### config.mk
export PLATFORM = sky130hd
export DESIGN_NAME = bridge_tx
export DESIGN_NICKNAME = d
export VERILOG_FILES = /design/src/rtl/bridge_tx.sv
export SDC_FILE = /design/constraint.sdc
export NUM_CORES = 1
export LEC_CHECK = 0
export BUFFER_PORTS_ARGS = -buffer_cell sky130_fd_sc_hd__buf_2
export CORE_MARGIN = 2
export CORE_UTILIZATION = 50
export CTS_CLUSTER_SIZE = 14
export DETAILED_ROUTE_END_ITERATION = 6
export PLACE_DENSITY = 0.71
export SLEW_MARGIN = 10
export SYNTH_ARGS = -nofsm -noshare
export SYNTH_HDL_FRONTEND = slang
export SYNTH_SLANG_ARGS = --single-unit
### constraint.sdc
create_clock -name clk -period 1.69 [get_ports clk]
set_input_delay 0.338 -clock clk [delete_from_list [all_inputs] [get_ports clk]]
set_output_delay 0.338 -clock clk [all_outputs]
set_load 0.05 [all_outputs]
### src/rtl/bridge_tx.sv
// Bridge transmitter: turns each accepted memory read into a short ASCII
// message (preamble, four uppercase hex digits, optional CR/LF) and hands
// it byte by byte to a UART transmitter using a start/done handshake.
module bridge_tx #(
   parameter logic [7:0] PREAMBLE  = 8'h4D,
   parameter bit         SEND_CRLF = 1'b1
) (
   input  logic        clk,
   input  logic        rst,
   input  logic [15:0] rdata_i,
   input  logic        rw_i,
   input  logic        valid_i,
   output logic [7:0]  data_o,
   output logic        start_o,
   input  logic        done_i,
   output logic        busy_o,
   output logic        dropped_o
);

   typedef enum logic [1:0] {
      IDLE,
      SEND,
      WAIT
   } state_t;

   // Index of the final byte of a message: LF when CR/LF is appended,
   // otherwise the last hex digit.
   localparam logic [2:0] LAST_IDX = SEND_CRLF ? 3'd6 : 3'd4;

   state_t      r_state;
   logic [2:0]  r_byteIdx;
   logic [15:0] r_latched;
   logic [7:0]  r_dataOut;
   logic        r_startOut;
   logic        r_busyOut;
   logic        r_dropped;

   logic        w_readStrobe;
   logic [2:0]  w_nextIdx;
   logic [7:0]  w_nextByte;

   // Uppercase ASCII for one nibble.
   function automatic logic [7:0] hexAscii(input logic [3:0] n);
      if (n < 4'd10) begin
         return 8'h30 + {4'h0, n};
      end
      return 8'h41 + {4'h0, n} - 8'd10;
   endfunction

   // Message byte at a given position for a latched word.
   function automatic logic [7:0] byteAt(input logic [2:0] idx, input logic [15:0] word);
      logic [7:0] b;
      b = 8'h00;
      case (idx)
         3'd0:    b = PREAMBLE;
         3'd1:    b = hexAscii(word[15:12]);
         3'd2:    b = hexAscii(word[11:8]);
         3'd3:    b = hexAscii(word[7:4]);
         3'd4:    b = hexAscii(word[3:0]);
         3'd5:    b = 8'h0D;
         3'd6:    b = 8'h0A;
         default: b = 8'h00;
      endcase
      return b;
   endfunction

   assign w_readStrobe = valid_i & ~rw_i;
   assign w_nextIdx    = r_byteIdx + 3'd1;
   assign w_nextByte   = byteAt(w_nextIdx, r_latched);

   // Message sequencer: accepts reads while idle, pulses start for each byte,
   // waits for the transmitter's done, and flags reads that arrive while busy.
   always_ff @(posedge clk) begin
      if (rst) begin
         r_state    <= IDLE;
         r_byteIdx  <= 3'd0;
         r_latched  <= 16'h0000;
         r_dataOut  <= 8'h00;
         r_startOut <= 1'b0;
         r_busyOut  <= 1'b0;
         r_dropped  <= 1'b0;
      end else begin
         if (w_readStrobe && (r_state != IDLE)) begin
            r_dropped <= 1'b1;
         end
         case (r_state)
            IDLE: begin
               r_startOut <= 1'b0;
               if (w_readStrobe) begin
                  r_latched  <= rdata_i;
                  r_byteIdx  <= 3'd0;
                  r_dataOut  <= PREAMBLE;
                  r_startOut <= 1'b1;
                  r_busyOut  <= 1'b1;
                  r_state    <= SEND;
               end
            end
            SEND: begin
               r_startOut <= 1'b0;
               r_state    <= WAIT;
            end
            WAIT: begin
               if (done_i) begin
                  if (r_byteIdx == LAST_IDX) begin
                     r_byteIdx <= 3'd0;
                     r_busyOut <= 1'b0;
                     r_state   <= IDLE;
                  end else begin
                     r_byteIdx  <= w_nextIdx;
                     r_dataOut  <= w_nextByte;
                     r_startOut <= 1'b1;
                     r_state    <= SEND;
                  end
               end
            end
            default: begin
               r_startOut <= 1'b0;
               r_busyOut  <= 1'b0;
               r_byteIdx  <= 3'd0;
               r_state    <= IDLE;
            end
         endcase
      end
   end

   assign data_o    = r_dataOut;
   assign start_o   = r_startOut;
   assign busy_o    = r_busyOut;
   assign dropped_o = r_dropped;

endmodule

After elaboration in Yosys (flattened, before gate mapping)
Cells that the tools add are included.
{"block": "totals", "elab_cells": 88, "latchBits": 0, "n_memories": 0, "regBits": 32, "output_inout_bits": 11, "rom_bits": 0, "ramBits": 0, "input_bits": 21}
{"block": "op_classes", "n_div": 0, "add_sub_neg": 13, "reduce_logical": 11, "eq_ne": 13, "n_mux": 37, "shifts": 0, "n_lt_le_gt_ge": 4, "n_mul": 0, "n_bitwise": 3}
{"cell": "8-bit 2-to-1 mux", "count": 11}
{"cell": "8-bit one-hot mux with 7 select lines", "count": 1}
{"cell": "7-bit by 4-bit adder with 8-bit output, first input constant", "count": 4}
{"cell": "8-bit by 4-bit subtractor with 8-bit output, second input constant", "count": 4}
{"cell": "6-bit by 4-bit adder with 7-bit output, first input constant", "count": 4}
{"cell": "4-bit < comparator, second input constant", "count": 4}
{"cell": "8-bit one-hot mux with 2 select lines", "count": 1}
{"cell": "1-bit 2-to-1 mux", "count": 15}
{"cell": "3-bit equality test, second input constant", "count": 4}
{"cell": "3-bit 2-to-1 mux", "count": 3}
{"cell": "3-bit one-hot mux with 3 select lines", "count": 1}
{"cell": "2-bit inequality test, second input constant", "count": 4}
{"cell": "4-bit AND reduction", "count": 2}
{"cell": "3-bit by 2-bit equality test with 1-bit output, second input constant", "count": 2}
{"cell": "2-bit one-hot mux with 3 select lines", "count": 1}
{"cell": "2-bit AND reduction", "count": 3}
{"cell": "2-bit 2-to-1 mux", "count": 2}
{"cell": "2-bit nonzero test", "count": 2}
{"cell": "3-bit by 1-bit adder with 3-bit output, second input constant", "count": 1}
{"cell": "3-bit by 1-bit equality test with 1-bit output, second input constant", "count": 1}
{"cell": "3-bit zero test", "count": 1}
{"cell": "1-bit one-hot mux with 3 select lines", "count": 1}
{"cell": "3-bit AND reduction", "count": 1}
{"cell": "2-bit by 1-bit equality test with 1-bit output, second input constant", "count": 1}
{"cell": "other kinds (6)", "count": 7}

Logic depth before layout (Yosys ltp)
Gate-level depths: netlist of the first run.
{"block": "logic_depth", "depth_word": 8, "mapped_depth": 9, "ltp_nobuf": 7}

Least setup slack after synthesis of the first run
Ideal clock, no wire load.
{"block": "synth_timing", "kind": "reg-to-reg", "from": "register r_byteIdx[0]", "to": "register r_dataOut[1] (netlist: data_o[1])", "n_path_buf": 2, "setup_ps": 117, "slack_ps": -162, "required_time_ps": 1573, "path_stages_with_launch": 9, "t_arrival_ps": 1734, "path_cell_list": "dfxtp_1 -> buf_2 -> and2_1 -> ha_1 -> buf_2 -> and3b_1 -> a22oi_1 -> nand3_1 -> a32o_1"}
{"block": "synth_via", "elab_chain_cells": 6}
{"item": "start: declaration", "line": "31", "rtl": "logic [2:0] r_byteIdx;"}
{"item": "start signal: assignment", "line": "109", "rtl": "r_byteIdx <= w_nextIdx;"}
{"item": "3-bit by 1-bit adder with 3-bit output", "line": "68", "rtl": "assign w_nextIdx = r_byteIdx + 3'd1;"}
{"item": "3-bit equality test, or another cell as far along", "line": "54", "rtl": "case (idx)"}
{"item": "8-bit one-hot mux with 7 select lines", "line": "54"}
{"item": "8-bit 2-to-1 mux", "line": "104", "rtl": "if (r_byteIdx == LAST_IDX) begin"}
{"item": "8-bit 2-to-1 mux", "line": "103", "rtl": "if (done_i) begin"}
{"item": "8-bit one-hot mux with 2 select lines", "line": "86", "rtl": "case (r_state)"}
{"item": "end signal: assignment", "line": "110", "rtl": "r_dataOut <= w_nextByte;"}
{"item": "end: declaration", "line": "33", "rtl": "logic [7:0] r_dataOut;"}
Several ways; a longest one is shown, not always the timed one. The select of a mux whose other input is x is not followed.
A chain may end at the register's enable or synchronous reset.

Worst setup path after layout of the first run
{"block": "layout_timing", "from": "register r_byteIdx[2]", "to": "register r_dataOut[4] (netlist: data_o[4])"}
The elaborated chain is that of the path after synthesis.

==> impl_metrics.ini, run 1 <==
[power]
pwr_density_nw_per_um2 = 751
worst_ir_drop_vdd_mv = 0.549
power_w = 0.00163
power.leakage_nw = 0.852

[global_routing]
globalRouteTotalUtil_pct = 20.8
global_route.overflow_total = 0
grt_pass1_vias = 1505
grt_first_pass_wirelength_um = 6650
grt_start_max_net_pins = 23
antenna_found_initial = 0

[sta]
worst_clock_skew_ns = 0.00487
finalWorstPathRequiredPeriod_ns = 1.59
grt_setup_unrepaired = no
setup_viol = 0
timing.final.crit_share_pct = 93.9
drv_slew = 0
final.hold.worst_slack_ns = 0.278
clock.fmax_mhz = 630
final_hold_viol_count = 0

[cts]
clock_tree.root_cell = clkbuf_8
clockBufferDepth = 2
clkSlewWorstSetupHoldPaths_ns = 0.07
clock_latency_on_the_worst_skew_pair_ns = 0.29
tritoncts_clock_tree = done
htree_levels = 2
cts-hold-fix-buffers = 0
tritoncts.num_buffers = 5
cts.sink_count = 31

[place]
place_inst = 313
place_congestion = 0.831
port-buffer-count = 30
post-dp-hpwl_um = 2980

[routing]
dr_total_vias = 1696
routed_wl_um = 3900
detail_route.vias_per_cell = 5.28
ant_nets = 0
firstDrtPassIters = 4
final_routed_drc_violation_total = 0
drt_iter0_drc = 63
wire_per_inst_um = 12.2

[floorplanning]
floorplan.die_area_um2 = 4180
top_level_ports = 32
core.rowCount = 22
core-area_um2 = 3610
floorplan.die.height_um = 64.6
die_width_um = 64.6
initial_utilization_pct = 51.0

[logic_synthesis]
ys_top_cells_by_area = dfxtp_1 (34%), a21oi_1 (9.3%), nand2_1 (8.8%), ha_1 (5.4%), o21ai_0 (3.0%)
syn-cell-area_um2 = 1840
portion_of_the_post_synthesis_area_used_by_sequential_elements_pct = 33.8
syn_avg_cell_area_um2 = 7.82
yosys_register_bits = 31
area_share_of_the_largest_cell_type_after_synthesis_pct = 33.8
synth_top_cell_by_area = dfxtp_1
yosys_warnings = 0
syn_nets = 264
syn_inst = 235
synth_cell_type_count = 53

[critical_path]
critical_path_required_ns = 1.88
startpoint_class_of_the_critical_path = flop
worst_setup_end_kind = flop
criticalPathCategory = reg -> reg
crit_path_max_fanout = 3
crit_arrival_ns = 1.77

[finish]
fillCellCount = 370
area_growth_syn_to_layout_pct = 18.4
layout.nets = 301
antenna_cells_inserted = 0
share_of_layout_cells_above_drive_strength_1_pct = 24.2
final-instance-count-excl-fill = 321

[hold_path]
min_path_type = in -> reg

[outcome]
run_status = complete, no violations

[run]
cap_violations = 0
-- kinds of logic (layout without fill, tap and decap cells) --
logic type                 after synthesis  after routing  synth area share (%)
AOI/OAI and AO/OA                       74             74                  24.7
buffers and inverters                   24             62                  6.33
muxes                                    1              1                 0.545
adders and majority gates                8              8                  5.45
other                                    1              1                 0.204
and+or+nand+nor                         92             92                  27.1
DFF                                     31             31                  33.8
xor gates and xnor gates                 4              4                  1.91
-- layer usage --
layer  share of wire, %  track usage, %  up-vias
met5                  0               0        -
met4                1.9            8.78        0
met3                4.2            5.90        5
met2                 43            30.6       33
met1                 51            28.3      758
li1                   -               -      900
-- final timing paths --
check,from,slack [ns],depth (start not counted),to
setup / recovery,r_byteIdx[2],0.10,6,data_o[4]
hold / removal,rdata_i[5],0.28,3,r_latched[5]
setup reg to reg,r_byteIdx[2],0.10,6,data_o[4]
hold reg to reg,dropped_o,0.44,2,dropped_o
-- metrics by stage --
stage	setup TNS [ns]	area [µm²]	setup slack, ns	utilization [%]
2_1_floorplan	-0.00766	1870	-0.00766	-
4_1_cts	0	2160	0.0402	60.0
5_1_grt	0	2180	0.0121	60.4
3_3_place_gp	0	2080	0.105	57.7
6_report	0	2180	0.104	60.4
3_5_place_dp	0	2080	0.0637	57.7
-- layout by cell type, fill, tap and decap left out, drive strengths merged, types with 2 or more instances in the layout --
master    n
o21ai    17
buf      40
o22ai     3
a32o      2
a32oi     2
o211ai    2
and2      4
a31oi     2
nand3     4
xnor2     4
and2b     4
nor2b     5
inv      14
nand2    44
ha        8
nor2     14
a21oi    35
dfxtp    31
a2111oi   2
clkbuf    6
nor3      4
and4b     2
nand3b    2
nor3b     2
a22oi     4
-- registers in the layout (all words and copies together) (netlist names) --
register / cells
busy_o: 1
data_o: 7
dropped_o: 1
r_byteIdx: 3
r_latched: 16
r_state: 2
start_o: 1
-- worst max-delay path: stages (launching register included) --
cell     delay (ns)
dfxtp_1        0.37
inv_1          0.10
ha_1           0.27
or3_1          0.36
nand4_1        0.13
nor2_1         0.06
a32o_1         0.20
-- Yosys cell counts (all sizes together) --
cell type,count
a2111oi,2
a211o,1
a21oi,35
a22oi,4
a311o,1
a31oi,2
a32o,2
a32oi,2
and2,4
and2b,4
and3,1
and3b,1
and4b,2
buf,7
clkbuf,3
conb,1
dfxtp,31
ha,8
inv,14
mux2i,1
nand2,44
nand2b,1
nand3,4
nand3b,2
nand4,1
nor2,14
nor2b,5
nor3,4
nor3b,2
nor4b,1
nor4bb,1
o211a,1
o211ai,2
o21a,1
o21ai,17
o22ai,3
o32ai,1
or3,1
xnor2,4
-- timing repair --
action / CTS / global route
resized for setup: 0 / 5
endpoints found under the setup margin: 0 / 4
setup buffers: 0 / 0
-- final cells by class --
class | count | area, µm² | share of cell area (%)
clock buffers | 6 | 72.6 | 3.33
clock inverters | 2 | 12.5 | 0.575
inverters | 14 | 52.6 | 2.41
multi-input cells | 180 | 1130 | 51.9
flip-flops and latches | 31 | 624 | 28.7
well taps | 48 | 60.1 | 2.76
repair buffers | 40 | 225 | 10.3
-- power breakdown --
part / internal [W] / switching (W) / total (W)
Sequential: 0.000766 / 0.0000358 / 0.000802
Combinational: 0.0000969 / 0.000161 / 0.000258
Clock: 0.000287 / 0.000288 / 0.000575
No activity file was read; power rests on OpenSTA's default activity.
==> run 2: changes to the inputs <==
--- a/config.mk
+++ b/config.mk
@@ -6,8 +6,10 @@
 export NUM_CORES = 1
 export LEC_CHECK = 0
 export BUFFER_PORTS_ARGS = -buffer_cell sky130_fd_sc_hd__buf_2
+export CELL_PAD_IN_SITES_DETAIL_PLACEMENT = 1
+export CELL_PAD_IN_SITES_GLOBAL_PLACEMENT = 2
 export CORE_MARGIN = 2
-export CORE_UTILIZATION = 50
+export CORE_UTILIZATION = 29
 export CTS_CLUSTER_SIZE = 14
 export DETAILED_ROUTE_END_ITERATION = 6
 export PLACE_DENSITY = 0.71
==> impl_metrics.ini, run 2 (synthesized netlist as in run 1, its figures left out) <==
[power]
power.switching_w = 0.000514
worst_ir_drop_vdd_mv = 0.356
share_clk_of_total_power_pct = 35.5
sequentialPowerShare_pct = 48.0
power.combinational.fraction_pct = 16.5
internal_power_w = 0.00116
power_w = 0.00167
power.leakage_nw = 0.874
pwr_density_nw_per_um2 = 736
fraction_of_power_spent_switching_nets_pct = 30.8

[global_routing]
global_route.overflow_total = 0
globalRouteTotalUtil_pct = 14.4
grt_start_max_net_pins = 24
grt_first_pass_wirelength_um = 8040
antenna_found_initial = 0
grt_pass1_vias = 1695

[cts]
htree_levels = 2
cts_post_setup_buffers_inserted = 0
cts.sink_count = 31
clock_tree.root_cell = clkbuf_8
clockBufferDepth = 2
tritoncts.num_buffers = 5
clkSlewWorstSetupHoldPaths_ns = 0.07
clock_latency_on_the_worst_skew_pair_ns = 0.29
cts-hold-fix-buffers = 0
tritoncts_clock_tree = done

[routing]
ant_nets = 0
wire_per_inst_um = 14.0
firstDrtPassIters = 4
dr_total_vias = 1771
drt_iter0_drc = 44
routed_wl_um = 4950
final_routed_drc_violation_total = 0
detail_route.vias_per_cell = 5.02

[sta]
drv_slew = 0
clock.fmax_mhz = 615
grt_setup_unrepaired = yes
timing.setup.tns_ns = 0
finalWorstPathRequiredPeriod_ns = 1.62
timing.final.crit_share_pct = 96.1
setup_viol = 0
final_hold_viol_count = 0
worst_clock_skew_ns = 0.00637

[critical_path]
critical_path.slowest_cell = or3_4
critical_path_required_ns = 1.87
worst_setup_end_kind = flop
critical_path.cell_chain = and2_4 -> ha_2 -> or3_4 -> nand4_1 -> nor2_1 -> a32o_1
criticalPathCategory = reg -> reg
timing.critical_path.slowest_cell_delay_ns = 0.40
startpoint_class_of_the_critical_path = flop
crit_path_max_fanout = 5
crit_arrival_ns = 1.81

[finish]
largest-register = r_latched
largest_register_ffs = 16
antenna_cells_inserted = 0
layout.cells.most_common = nand2_1
area_growth_syn_to_layout_pct = 23.6
layout.nets = 304
mostFrequentLayoutCells = nand2_1 (43), a21oi_1 (33), buf_2 (30)
share_of_layout_cells_above_drive_strength_1_pct = 27.2

[hold_path]
min_path_type = in -> reg

[floorplanning]
core-area_um2 = 6240
core.rowCount = 29
die_width_um = 83.6
floorplan.die.height_um = 83.6
top_level_ports = 32
initial_utilization_pct = 29.5
floorplan.die_area_um2 = 6990

[outcome]
run_status = complete, no violations

[run]
cap_violations = 0

[place]
place_congestion = 0.831
post-dp-hpwl_um = 3920
port-buffer-count = 30
## run 2: power by group through the flow
| stage | Combinational, W | Sequential (W) | Clock [W] |
|---|---|---|---|
| after CTS | 0.000276 | 0.000801 | 0.000609 |
| after floorplan | 0.000147 | 0.000859 | 0 |
| after global placement | 0.000272 | 0.000817 | 0 |
| after detailed placement | 0.000275 | 0.000818 | 0 |
| final | 0.000275 | 0.000802 | 0.000594 |
| after global routing | 0.000307 | 0.000807 | 0.000648 |
## run 2: worst paths after layout
path | startpoint | end | slack (ns) | depth (start not counted)
max | r_byteIdx[1] | data_o[4] | 0.07 | 6
min | rst | data_o[5] | 0.27 | 2
max reg2reg | r_byteIdx[1] | data_o[4] | 0.07 | 6
min reg2reg | dropped_o | dropped_o | 0.44 | 2
## run 2: cell type report
class | instances | area [µm²]
clock inverter | 2 | 12.5
tap | 77 | 96.3
inverter | 14 | 52.6
sequential | 31 | 624
fill | 797 | 3970
timing repair buffer | 43 | 248
clock buffer | 6 | 72.6
multi-input combinational | 180 | 1160
## run 2: metrics by stage
step,hold WS (ns),worst slack [ns],cells,cell area (µm²),util (%)
floorplan,0.436,-0.00766,235,1870,-
global placement,0.435,0.0351,345,2140,34.3
detailed placement,0.443,0.0217,345,2140,34.3
CTS,0.269,0.00886,353,2230,35.7
global route,0.268,-0.0194,353,2270,36.4
finish,0.274,0.0652,353,2270,36.4
## run 2: metal layers
metal	track usage [%]	vias up	wire, µm	part of all wire [%]
li1	-	899	-	-
met1	20.1	838	2530	51
met2	21.4	27	2180	44
met3	3.66	7	168	3.4
met4	5.43	0	80	1.6
met5	0	-	0	0
## run 2: critical path: cells and delay by family, from the launching register on
family / cells / cell delay, ns
AND/OR/NAND/NOR: 4 / 0.79
flip-flops: 1 / 0.34
AO/OA/AOI/OAI: 1 / 0.21
adder cells (fa/ha/maj): 1 / 0.17
## run 2: repair_timing
action	in CTS	in global routing
endpoints found under the setup margin	2	7
pin swaps	0	3
gates resized for setup	1	11
==> run 3: changes to the inputs <==
--- a/config.mk
+++ b/config.mk
@@ -13,6 +13,7 @@
 export CTS_CLUSTER_SIZE = 14
 export DETAILED_ROUTE_END_ITERATION = 6
 export PLACE_DENSITY = 0.71
+export SETUP_SLACK_MARGIN = 0.4
 export SLEW_MARGIN = 10
 export SYNTH_ARGS = -nofsm -noshare
 export SYNTH_HDL_FRONTEND = slang
==> impl_metrics.ini, run 3 (synthesized netlist as in run 1, its figures left out) <==
[outcome]
run_status = complete, no violations

[routing]
final_routed_drc_violation_total = 0
drt_iter0_drc = 46
ant_nets = 0
wire_per_inst_um = 14.3
firstDrtPassIters = 4
detail_route.vias_per_cell = 5.10
routed_wl_um = 5100
dr_total_vias = 1821

[sta]
tightest_slew_ns = 0.550
slew_headroom_pct = 63.0
grt_setup_unrepaired = yes
setup_viol = 0
pnr_worst_setup_slack_ns = 0.0964
timing.final.crit_share_pct = 94.3
clock.fmax_mhz = 628
worst_clock_skew_ns = 0.00835
finalWorstPathRequiredPeriod_ns = 1.59
final_hold_viol_count = 0
drv_slew = 0

[finish]
fillCellCount = 794
largest-register = r_latched
area_growth_syn_to_layout_pct = 29.3
multi_input_comb_area_um2 = 1220
largest_register_ffs = 16
layout.nets = 310
antenna_cells_inserted = 0
share_of_layout_cells_above_drive_strength_1_pct = 32.5
finish.instance_area_um2 = 2380
layout.cells.most_common = nand2_1
mostFrequentLayoutCells = nand2_1 (43), a21oi_1 (32), buf_2 (29)
layout.area.seq_um2 = 631

[critical_path]
timing.critical_path.max_delay_family = simple AND/OR/NAND/NOR gates
startpoint_class_of_the_critical_path = flop
critical_path.reg2reg.endpoint = data_o[1]
critical_path.cell_chain = and2_4 -> ha_4 -> nor3b_4 -> buf_4 -> a22oi_2 -> nand3_1 -> a32o_1
criticalPathCategory = reg -> reg
critical_path_required_ns = 1.87
rr_startpoint = r_byteIdx[1]
timing.critical_path.slowest_cell_delay_ns = 0.35
crit_path_max_fanout = 6
setup.reg_to_reg.worst_slack_ns = 0.1
worst_setup_end_kind = flop
cp_num_buf_inv = 1
timing.reg2reg.worst_path_depth = 7
critical_path.slowest_cell = dfxtp_4
crit_arrival_ns = 1.78
cp_num_cells = 7

[cts]
tritoncts.num_buffers = 5
cts-hold-fix-buffers = 0
htree_levels = 2
clock_latency_on_the_worst_skew_pair_ns = 0.28
tritoncts_clock_tree = done
clockBufferDepth = 2
clock_tree.root_cell = clkbuf_8
cts.sink_count = 31
clkSlewWorstSetupHoldPaths_ns = 0.07

[hold_path]
min_path_type = in -> reg
hold_crit_depth = 3
whs_endpoint = r_latched[3]
hold_path_startpoint = rdata_i[3]

[floorplanning]
top_level_ports = 32
floorplan.die_area_um2 = 6990
core-area_um2 = 6240
initial_utilization_pct = 29.5
floorplan.die.height_um = 83.6
core.rowCount = 29
die_width_um = 83.6

[global_routing]
grt_first_pass_wirelength_um = 8550
global_route.overflow_total = 0
grt_start_max_net_pins = 18
grt_pass1_vias = 1775
antenna_found_initial = 0
globalRouteTotalUtil_pct = 15.1

[power]
pwr_density_nw_per_um2 = 686
worst_ir_drop_vdd_mv = 0.354
power.leakage_nw = 0.947

[place]
placedInstanceArea_um2 = 2130
detailedPlace.worstSlack_ns = 0.0137
post-dp-hpwl_um = 3900
place_congestion = 0.811
port-buffer-count = 30

[run]
cap_violations = 0
==> run 3: worst register-to-register path, delay by kind of cell, from the launching register on <==
| kind | cells | cell delay [ns] |
|---|---|---|
| AOI/OAI and AO/OA | 2 | 0.36 |
| adders and majority gates | 1 | 0.23 |
| buffers and inverters | 1 | 0.14 |
| DFF | 1 | 0.35 |
| and+or+nand+nor | 3 | 0.40 |
==> run 3: report_power, final <==
group,switching (W),internal (W),total [W]
Combinational,0.000178,0.000109,0.000287
Clock,0.000266,0.000274,0.000540
Sequential,0.0000374,0.000766,0.000803
Total,0.000481,0.00115,0.00163
==> run 3: through the flow <==
step / instances / hold slack [ns] / util (%) / total power (W) / TNS, ns
6_report: 357 / 0.292 / 38.1 / 0.00163 / 0
5_1_grt: 357 / 0.299 / 38.1 / 0.00171 / 0
4_1_cts: 355 / 0.284 / 37.0 / 0.00166 / 0
3_5_place_dp: 343 / 0.446 / 34.1 / 0.00109 / 0
3_3_place_gp: 343 / 0.434 / 34.1 / 0.00109 / 0
2_1_floorplan: 235 / 0.436 / - / 0.00101 / -0.00431
==> run 3: layout make-up <==
class	count	area share, %
multi-input cells	180	51.6
flip-flops and latches	31	26.5
repair buffers	49	12.6
well taps	77	4.05
clock buffers	6	3.05
inverters	14	2.21
==> run 3: per-layer routing <==
| layer | vias up | track usage, % | part of all wire (%) |
|---|---|---|---|
| met5 | - | 0 | 0 |
| met2 | 28 | 23.4 | 45 |
| li1 | 916 | - | - |
| met3 | 9 | 3.07 | 3.7 |
| met4 | 0 | 6.45 | 1.8 |
| met1 | 868 | 20.4 | 49 |
==> run 3: repair_timing <==
action                     4_1_cts  5_1_grt
pin swaps                       14       11
gates resized for setup         14       14
setup endpoints to repair       12       20
buffers inserted                 6        2
==> run 3: how the worst max path moves through the flow <==
stage                      start   endpoint
floorplan           r_byteIdx[1]  data_o[1]
global placement    r_byteIdx[1]  data_o[5]
detailed placement  r_byteIdx[1]  data_o[5]
CTS                 r_byteIdx[1]  data_o[1]
global route        r_byteIdx[1]  data_o[1]
finish              r_byteIdx[1]  data_o[1]
